===== config.mk =====
export PLATFORM = sky130hd
export DESIGN_NAME = pwm_reg_master
export DESIGN_NICKNAME = d
export VERILOG_FILES = /design/src/rtl/pwm_reg_master.sv
export SDC_FILE = /design/constraint.sdc
export NUM_CORES = 1
export LEC_CHECK = 0
export CAP_MARGIN = 0
export CORE_ASPECT_RATIO = 1.75
export CORE_UTILIZATION = 50
export CTS_CLUSTER_DIAMETER = 100
export DETAILED_ROUTE_END_ITERATION = 10
export GPL_ROUTABILITY_DRIVEN = 0
export PLACE_DENSITY = 0.79
export SETUP_SLACK_MARGIN = 0.02
export SLEW_MARGIN = 20
export SYNTH_ARGS = -nofsm -noshare
export SYNTH_HDL_FRONTEND = slang
export SYNTH_SLANG_ARGS = --single-unit

===== constraint.sdc =====
create_clock -name clk -period 2.95 [get_ports clk]
set_input_delay 0.885 -clock clk [delete_from_list [all_inputs] [get_ports clk]]
set_output_delay 0.885 -clock clk [all_outputs]
set_load 0.005 [all_outputs]

===== src/rtl/pwm_reg_master.sv =====
// Host-side initiator for the PWM register file: single commands over valid/ready
// plus a built-in program/verify/enable init sequence.
module pwm_reg_master #(
   parameter int WIDTH = 16
) (
   input  logic             clk,
   input  logic             rst_n,
   input  logic             cmd_valid,
   output logic             cmd_ready,
   input  logic             cmd_write,
   input  logic [3:0]       cmd_addr,
   input  logic [WIDTH-1:0] cmd_wdata,
   output logic             rsp_valid,
   input  logic             rsp_ready,
   output logic [WIDTH-1:0] rsp_rdata,
   output logic             rsp_err,
   input  logic             init_start,
   input  logic [WIDTH-1:0] init_period,
   input  logic [WIDTH-1:0] init_duty,
   input  logic [WIDTH-1:0] init_presc,
   input  logic             init_mode,
   output logic             init_busy,
   output logic             init_done,
   output logic             init_fail,
   output logic             wr_en,
   output logic             rd_en,
   output logic [3:0]       addr,
   output logic [WIDTH-1:0] wr_data,
   input  logic [WIDTH-1:0] rd_data
);

   localparam logic [3:0] ADDR_CTRL   = 4'h0;
   localparam logic [3:0] ADDR_PERIOD = 4'h4;
   localparam logic [3:0] ADDR_DUTY   = 4'h8;
   localparam logic [3:0] ADDR_PRESC  = 4'hC;

   typedef enum logic [2:0] {IDLE, BUS, RESP, INIT_SEQ, INIT_END} state_e;

   state_e           state_q, state_d;
   logic [2:0]       step_q, step_d;
   logic             fail_q, fail_d;
   logic             run_q;
   logic [WIDTH-1:0] period_q, period_d, duty_q, duty_d, presc_q, presc_d;
   logic             mode_q, mode_d;
   logic             wr_en_q, wr_en_d, rd_en_q, rd_en_d;
   logic [3:0]       addr_q, addr_d;
   logic [WIDTH-1:0] wr_data_q, wr_data_d;
   logic [WIDTH-1:0] rsp_rdata_q, rsp_rdata_d;
   logic             rsp_err_q, rsp_err_d;
   logic [WIDTH-1:0] rd_exp;

   // run_q keeps cmd_ready low while reset is asserted and until the first clock after it.
   assign cmd_ready = run_q && (state_q == IDLE) && !init_start;
   assign rsp_valid = (state_q == RESP);
   assign rsp_rdata = rsp_rdata_q;
   assign rsp_err   = rsp_err_q;
   assign init_busy = (state_q == INIT_SEQ);
   assign init_done = (state_q == INIT_END);
   assign init_fail = init_done && fail_q;
   assign wr_en     = wr_en_q;
   assign rd_en     = rd_en_q;
   assign addr      = addr_q;
   assign wr_data   = wr_data_q;

   // NOTE: every variable gets a default before the case so no path can infer a latch.
   always_comb begin
      state_d     = state_q;
      step_d      = step_q;
      fail_d      = fail_q;
      period_d    = period_q;
      duty_d      = duty_q;
      presc_d     = presc_q;
      mode_d      = mode_q;
      rsp_rdata_d = rsp_rdata_q;
      rsp_err_d   = rsp_err_q;
      wr_en_d     = 1'b0;
      rd_en_d     = 1'b0;
      addr_d      = '0;
      wr_data_d   = '0;

      unique case (addr_q)
         ADDR_PERIOD: rd_exp = period_q;
         ADDR_DUTY:   rd_exp = duty_q;
         ADDR_PRESC:  rd_exp = presc_q;
         default:     rd_exp = '0;
      endcase

      unique case (state_q)
         IDLE: begin
            if (init_start) begin
               period_d = init_period;
               duty_d   = init_duty;
               presc_d  = init_presc;
               mode_d   = init_mode;
               step_d   = '0;
               fail_d   = 1'b0;
               if (init_duty > init_period) begin
                  state_d = INIT_END;
                  fail_d  = 1'b1;
               end else begin
                  state_d = INIT_SEQ;
                  wr_en_d = 1'b1;
                  addr_d  = ADDR_CTRL;
               end
            end else if (cmd_valid && cmd_ready) begin
               rsp_rdata_d = '0;
               if (cmd_addr[1:0] == 2'b00) begin
                  state_d   = BUS;
                  rsp_err_d = 1'b0;
                  wr_en_d   = cmd_write;
                  rd_en_d   = !cmd_write;
                  addr_d    = cmd_addr;
                  wr_data_d = cmd_write ? cmd_wdata : '0;
               end else begin
                  state_d   = RESP;
                  rsp_err_d = 1'b1;
               end
            end
         end
         BUS: begin
            if (rd_en_q) rsp_rdata_d = rd_data;
            state_d = RESP;
         end
         RESP: begin
            if (rsp_ready) begin
               state_d     = IDLE;
               rsp_rdata_d = '0;
               rsp_err_d   = 1'b0;
            end
         end
         INIT_SEQ: begin
            // The compare feeds fail_d directly so the last readback can still veto the enable.
            if (rd_en_q && (rd_data != rd_exp)) fail_d = 1'b1;
            if (step_q == 3'd7) begin
               state_d = INIT_END;
            end else begin
               step_d = step_q + 3'd1;
               unique case (step_d)
                  3'd1: begin wr_en_d = 1'b1; addr_d = ADDR_PRESC;  wr_data_d = presc_q;  end
                  3'd2: begin wr_en_d = 1'b1; addr_d = ADDR_PERIOD; wr_data_d = period_q; end
                  3'd3: begin wr_en_d = 1'b1; addr_d = ADDR_DUTY;   wr_data_d = duty_q;   end
                  3'd4: begin rd_en_d = 1'b1; addr_d = ADDR_PERIOD; end
                  3'd5: begin rd_en_d = 1'b1; addr_d = ADDR_DUTY;   end
                  3'd6: begin rd_en_d = 1'b1; addr_d = ADDR_PRESC;  end
                  default: begin
                     if (!fail_d) begin
                        wr_en_d   = 1'b1;
                        addr_d    = ADDR_CTRL;
                        wr_data_d = {{(WIDTH-2){1'b0}}, mode_q, 1'b1};
                     end
                  end
               endcase
            end
         end
         INIT_END: state_d = IDLE;
         default:  state_d = IDLE;
      endcase
   end

   // NOTE: state uses non-blocking assignments so every register samples pre-edge values.
   always_ff @(posedge clk or negedge rst_n) begin
      if (!rst_n) begin
         state_q     <= IDLE;
         step_q      <= '0;
         fail_q      <= 1'b0;
         run_q       <= 1'b0;
         period_q    <= '0;
         duty_q      <= '0;
         presc_q     <= '0;
         mode_q      <= 1'b0;
         wr_en_q     <= 1'b0;
         rd_en_q     <= 1'b0;
         addr_q      <= '0;
         wr_data_q   <= '0;
         rsp_rdata_q <= '0;
         rsp_err_q   <= 1'b0;
      end else begin
         state_q     <= state_d;
         step_q      <= step_d;
         fail_q      <= fail_d;
         run_q       <= 1'b1;
         period_q    <= period_d;
         duty_q      <= duty_d;
         presc_q     <= presc_d;
         mode_q      <= mode_d;
         wr_en_q     <= wr_en_d;
         rd_en_q     <= rd_en_d;
         addr_q      <= addr_d;
         wr_data_q   <= wr_data_d;
         rsp_rdata_q <= rsp_rdata_d;
         rsp_err_q   <= rsp_err_d;
      end
   end

endmodule


==> impl_metrics.py, run 1 <==
metrics = {
    "timing": {
        "tightest_slew_ps": 524,
        "rsz0062_at_grt": "yes",
        "holdWs_ps": 481,
        "fmax_ghz": 0.360,
        "min_period_ps": 2780,
        "period_share_pct": 94.2,
        "setup_viol": 0,
        "finalHoldViolCount": 0,
        "slew_viol_final": 0,
        "relSlewSlack_pct": 64.7,
        "final.setup_skew_ps": 7.06,
        "finalWorstSetupSlack_ps": 170,
    },
    "placed_design": {
        "dp_hpwl_mm": 11.4,
        "place_inst": 815,
        "post-place-ws_ps": -240,
        "io_buffers": 134,
    },
    "finish": {
        "num_antenna_cells": 0,
        "fill_cells": 754,
        "syn_to_final_growth_pct": 38.6,
        "finish.net_count": 812,
        "fin_util_pct": 71.6,
        "ff_latch_area_um2": 2400,
        "multi_input_area_um2": 2720,
        "drive_above_1_share_pct": 15.2,
        "final_cells": 831,
    },
    "logic_synthesis": {
        "ys_seq_elements": 96,
        "yosys-top-cells-area": "dfrtp_1 45%, mux2_2 8.4%, nand2_1 6.7%",
        "synthArstFlopShare_pct": 100,
        "yosysMostFrequentCell": "dfrtp_1",
        "syn_area_um2": 5360,
        "synthTopCellsByCount": "96 x dfrtp_1, 95 x nand2_1, 43 x o21ai_0",
        "synthCells": 545,
        "seq_area_frac_synth_pct": 44.9,
        "synth_edf_count": 0,
        "yosys.area.top_type": "dfrtp_1",
        "synth.distinct_cells": 61,
        "yosys.area.top_type_share_pct": 44.9,
        "yosys_warnings": 0,
        "avgSynthCellArea_um2": 9.83,
        "synth_flop_cell": "dfrtp_1",
    },
    "route": {
        "vias_per_cell": 5.84,
        "vias": 4856,
        "postRouteAntennaNets": 0,
        "dr.pass1.iters": 5,
        "post_drt_wl_per_cell_um": 17.8,
        "wirelength_mm": 14.8,
        "drtIter0Drc": 291,
        "route.detailed.drc": 0,
    },
    "critical_path": {
        "critical_path.max_fanout": 3,
        "worstSetupPathType": "in -> reg",
        "end_kind": "flip-flop",
        "crit_family": "simple AND/OR/NAND/NOR gates",
        "crit_arrival_ps": 3000,
        "cp_data_required_time_ps": 3170,
        "crit_chain": "clkdlybuf4s50_1 > inv_1 > ha_1 > nand4_1 > nor2_1 > nand3_1 > or4_1 > o221ai_2 > nand2_1 > o311a_1",
        "reg2reg_slack_ps": 190,
        "path_buf_inv": 2,
        "start_kind": "input pin",
        "cp_slowest_stage_delay_ps": 530,
        "critPathSlowestCell": "or4_1",
    },
    "clocking": {
        "clkLatencyLatePin_ps": 340,
        "cts-buffers-inserted": 9,
        "cts_buffer_depth": 2,
        "postCtsHoldBufs": 0,
        "h-tree-depth": 3,
        "cts_tree": "built",
        "cts-root-buf": "clkbuf_16",
        "clkSinkCount": 96,
        "postCtsSetupBuffers": 0,
        "clkTransAtPathRegs_ps": 70,
    },
    "floorplan": {
        "rows": 49,
        "die_width_um": 80.2,
        "core_area_um2": 10400,
        "io_pins": 135,
        "initial_utilization_pct": 51.7,
        "die_y_um": 139,
        "dieArea_um2": 11100,
    },
    "power": {
        "switching_share_pct": 35.0,
        "internal_power_w": 0.00419,
        "power_density_nw_per_um2": 869,
        "finalPower_w": 0.00645,
        "p_leak_nw": 3.21,
        "switching_power_w": 0.00226,
        "sequentialPowerShare_pct": 35.7,
        "ir_drop_uv": 514,
        "combPwrFrac_pct": 42.4,
        "clock_power_share_pct": 22.0,
    },
    "global_route": {
        "gr-usage-all-layers_pct": 28.3,
        "grt_pass1_vias": 5020,
        "globalRouteOverflowTotal": 0,
        "antenna_found_initial": 0,
        "grt_pass1_wl_mm": 24.2,
        "grt_max_degree": 97,
    },
    "hold_path": {
        "hold_class": "reg -> reg",
    },
    "flow_run": {
        "maxCapViolations": 0,
    },
    "status": {
        "status": "completed",
    },
}
[registers in the layout (all words and copies together), names as in the netlist]
register / count
duty_q: 16
period_q: 16
presc_q: 16
rsp_rdata: 16
wr_data: 16
addr: 4
state_q: 3
step_q: 3
fail_q: 1
mode_q: 1
rd_en: 1
rsp_err: 1
run_q: 1
wr_en: 1
[power by group through the flow]
stage / logic (W) / clock network (W) / registers, W
after floorplan: 0.00171 / 0 / 0.00216
after global placement: 0.00262 / 0 / 0.00226
after detailed placement: 0.00270 / 0 / 0.00230
after CTS: 0.00273 / 0.00142 / 0.00228
after global routing: 0.00298 / 0.00148 / 0.00236
final: 0.00273 / 0.00142 / 0.00230
[layer usage]
metal  part of all wire [%]  vias to the layer above  global-route usage (%)
li1                       -                     2252                       -
met1                     37                     2376                    32.2
met2                     54                      188                    50.2
met3                    4.8                       40                    3.95
met4                    3.7                        0                    14.5
met5                      0                        -                       0
[metrics by stage]
stage / setup TNS (ps) / cell area (um2)
global route: 0 / 7420
detailed placement: -1310 / 7050
CTS: 0 / 7420
finish: 0 / 7420
global placement: -1080 / 7050
floorplan: 0 / 5360
[placed cells by master (no fill, tap or decap), types with 6 or more instances in the layout]
cell type / count
inv_1: 29
mux2_2: 40
nand3_1: 6
clkdlybuf4s50_1: 132
nor2b_1: 7
nand2_1: 95
nor3_1: 9
a22o_1: 20
nor2_1: 13
ha_1: 22
dfrtp_1: 95
a22oi_1: 17
a21oi_1: 16
o21ai_0: 43
buf_4: 34
mux2i_1: 10
clkbuf_16: 9
o211ai_1: 6
nand3b_1: 7
[final timing paths]
check | startpoint | to | cells past startpoint
max | init_period[10] | fail_q$_DFFE_PN0P_ | 10
min | rsp_rdata[8]$_DFFE_PN0P_ | rsp_rdata[8]$_DFFE_PN0P_ | 2
max reg2reg | addr[2]$_DFF_PN0_ | wr_data[1]$_DFF_PN0_ | 9
min reg2reg | rsp_rdata[8]$_DFFE_PN0P_ | rsp_rdata[8]$_DFFE_PN0P_ | 2
max in group asynchronous | rst_n | presc_q[9]$_DFFE_PN0P_ | 2
min in group asynchronous | rst_n | presc_q[1]$_DFFE_PN0P_ | 2
[what timing repair did]
action	in CTS	in global routing
endpoints found under the hold margin	0	0
gates resized for setup	1	2
setup endpoints to repair	1	6
[tightest hold or removal path, delay by kind of cell, from the launching register on]
family / cells / cell delay, ps
DFF: 1 / 340
and+or+nand+nor: 1 / 50
AOI/OAI and AO/OA: 1 / 60
[final cells by class]
class                      instances  area share (%)
sequential                        96            32.4
timing repair buffer             171            22.4
multi-input combinational        392            36.6
tap                              127            2.14
clock buffer                      11            3.27
inverter                          29            1.47
clock inverter                     5            1.72
[cells by family after synthesis]
group / count (synthesis) / share of synthesized area, %
simple gates: 164 / 14.1
compound gates: 142 / 18.5
flops: 96 / 44.9
buf+inv: 58 / 4.65
mux: 55 / 11.6
fa+ha+maj: 22 / 5.14
xor+xnor: 6 / 0.981
other cells: 2 / 0.140
Power figures use the tool's default switching activity.
==> inputs of run 2 (changes only) <==
Settings changed: CORE_MARGIN set to 2.
==> run 2 against run 1 <==
Compared with the run above: power fell by 0.51%; die area increased by 4.0%; combinational power rose by 1%.
==> impl_metrics.py, run 2 (synthesis gave the netlist of run 1 again) <==
metrics = {
    "critical_path": {
        "cp_data_required_time_ps": 3190,
        "end_kind": "flip-flop",
        "r2r_start": "addr[2]$_DFF_PN0_",
        "worstSetupPathType": "in -> reg",
        "reg2reg_slack_ps": 180,
        "critPathSlowestCell": "or4_1",
        "critical_path.max_fanout": 3,
        "crit_chain": "clkdlybuf4s50_1 > inv_1 > ha_1 > nand4_1 > nor2_1 > nand3_1 > or4_1 > o221ai_2 > nor2_1 > o41ai_1",
        "timing.rr.end": "wr_data[1]$_DFF_PN0_",
        "path_common_cell": "nor2_1",
        "cp_slowest_stage_delay_ps": 540,
        "start_kind": "input pin",
        "crit_arrival_ps": 3060,
        "ff2ff_path_depth": 9,
    },
    "hold_path": {
        "hold_class": "reg -> reg",
        "worstHoldPathCells": 2,
        "hold_end": "rsp_rdata[5]$_DFFE_PN0P_",
        "worstHoldStart": "rsp_rdata[5]$_DFFE_PN0P_",
    },
    "timing": {
        "relSlewSlack_pct": 59.6,
        "setup_viol": 0,
        "slew_viol_final": 0,
        "rsz0062_at_grt": "yes",
        "min_period_ps": 2810,
        "holdWs_ps": 478,
        "fmax_ghz": 0.355,
        "final.setup_skew_ps": 6.57,
        "tightest_slew_ps": 606,
        "finalHoldViolCount": 0,
        "fin_setup_tns_ps": 0,
        "period_share_pct": 95.4,
    },
    "floorplan": {
        "die_width_um": 82.2,
        "core_area_um2": 10600,
        "initial_utilization_pct": 50.7,
        "die_y_um": 141,
        "io_pins": 135,
        "rows": 50,
        "dieArea_um2": 11600,
    },
    "route": {
        "post_drt_wl_per_cell_um": 18.1,
        "vias_per_cell": 5.80,
        "route.detailed.drc": 0,
        "drtIter0Drc": 353,
        "postRouteAntennaNets": 0,
        "vias": 4843,
        "wirelength_mm": 15.1,
        "dr.pass1.iters": 5,
    },
    "clocking": {
        "cts-buffers-inserted": 9,
        "clkSinkCount": 96,
        "cts_buffer_depth": 2,
        "postCtsHoldBufs": 0,
        "clkLatencyLatePin_ps": 350,
        "cts-root-buf": "clkbuf_16",
        "clkTransAtPathRegs_ps": 70,
        "cts_tree": "built",
        "h-tree-depth": 3,
    },
    "finish": {
        "fin_util_pct": 70.0,
        "final_cells": 835,
        "finish.net_count": 813,
        "drive_above_1_share_pct": 15.5,
        "num_antenna_cells": 0,
        "final_common_cell": "clkdlybuf4s50_1",
        "syn_to_final_growth_pct": 38.2,
        "layout_common_cells": "132 x clkdlybuf4s50_1, 95 x nand2_1, 95 x dfrtp_1",
        "fill_cells": 784,
    },
    "global_route": {
        "grt_pass1_wl_mm": 24.4,
        "antenna_found_initial": 0,
        "gr-usage-all-layers_pct": 27.4,
        "grt_pass1_vias": 4996,
        "grt_max_degree": 50,
        "globalRouteOverflowTotal": 0,
    },
    "placed_design": {
        "place_inst": 818,
        "io_buffers": 134,
        "dp_hpwl_mm": 11.7,
    },
    "status": {
        "status": "completed",
    },
    "power": {
        "p_leak_nw": 3.21,
        "ir_drop_uv": 517,
        "power_density_nw_per_um2": 866,
    },
    "flow_run": {
        "maxCapViolations": 0,
    },
}
==> run 2: cell count changes in the layout (fill, tap and decap cells not counted) <==
cell	previous run	this run
clkinvlp_4	1	0
clkinv_2	0	1
and3_1	1	0
buf_4	34	36
and3_4	0	1
bufinv_16	4	3
clkinv_4	0	1
buf_12	4	3
==> run 2: what timing repair did <==
action	4_1_cts	5_1_grt
resized for setup	2	2
setup endpoints to repair	1	7
pin swaps	0	1
gates cloned	0	0
setup buffers	1	0
==> run 2: how the worst max path moves through the flow <==
stage / to / start
3_3_place_gp: state_q[0]$_DFFE_PN0P_ / init_period[11]
4_1_cts: wr_data[1]$_DFF_PN0_ / addr[2]$_DFF_PN0_
2_1_floorplan: wr_data[10]$_DFF_PN0_ / step_q[0]$_DFFE_PN0P_
6_report: state_q[0]$_DFFE_PN0P_ / init_period[9]
5_1_grt: state_q[0]$_DFFE_PN0P_ / init_period[10]
3_5_place_dp: state_q[0]$_DFFE_PN0P_ / init_period[10]
==> run 2: layout make-up <==
class	count	area [um2]	area share, %
Tap cell	130	163	2.20
Inverter	29	109	1.47
Multi-Input combinational cell	392	2720	36.8
Sequential cell	96	2400	32.5
Timing Repair Buffer	172	1660	22.4
Clock buffer	11	243	3.28
Clock inverter	5	104	1.40
==> run 2: through the flow <==
step | power [W] | setup slack [ps] | instance area, um2
2_1_floorplan | 0.00388 | 467 | 5360
3_3_place_gp | 0.00489 | -215 | 7040
3_5_place_dp | 0.00503 | -256 | 7040
4_1_cts | 0.00640 | 99.2 | 7400
5_1_grt | 0.00681 | 2.47 | 7400
6_report | 0.00641 | 135 | 7400
==> run 2: power by group <==
part / total, W / leakage (nW) / switching (W) / internal, W
Combinational: 0.00277 / 1.82 / 0.00136 / 0.00142
Sequential: 0.00229 / 1.22 / 0.000460 / 0.00183
Clock: 0.00135 / 0.170 / 0.000496 / 0.000852
==> run 2: worst max-delay path: cells and delay by family <==
kind	cells	cell delay, ps
compound gates	2	330
fa+ha+maj	1	300
buf+inv	2	510
simple gates	5	1020
==> run 2: per-layer routing <==
layer | up-vias | wire [um] | global-route usage [%]
li1 | 2251 | - | -
met5 | - | 0 | 0
met1 | 2334 | 5570 | 31.3
met4 | 0 | 707 | 15.4
met3 | 58 | 720 | 3.71
met2 | 200 | 8110 | 47.4
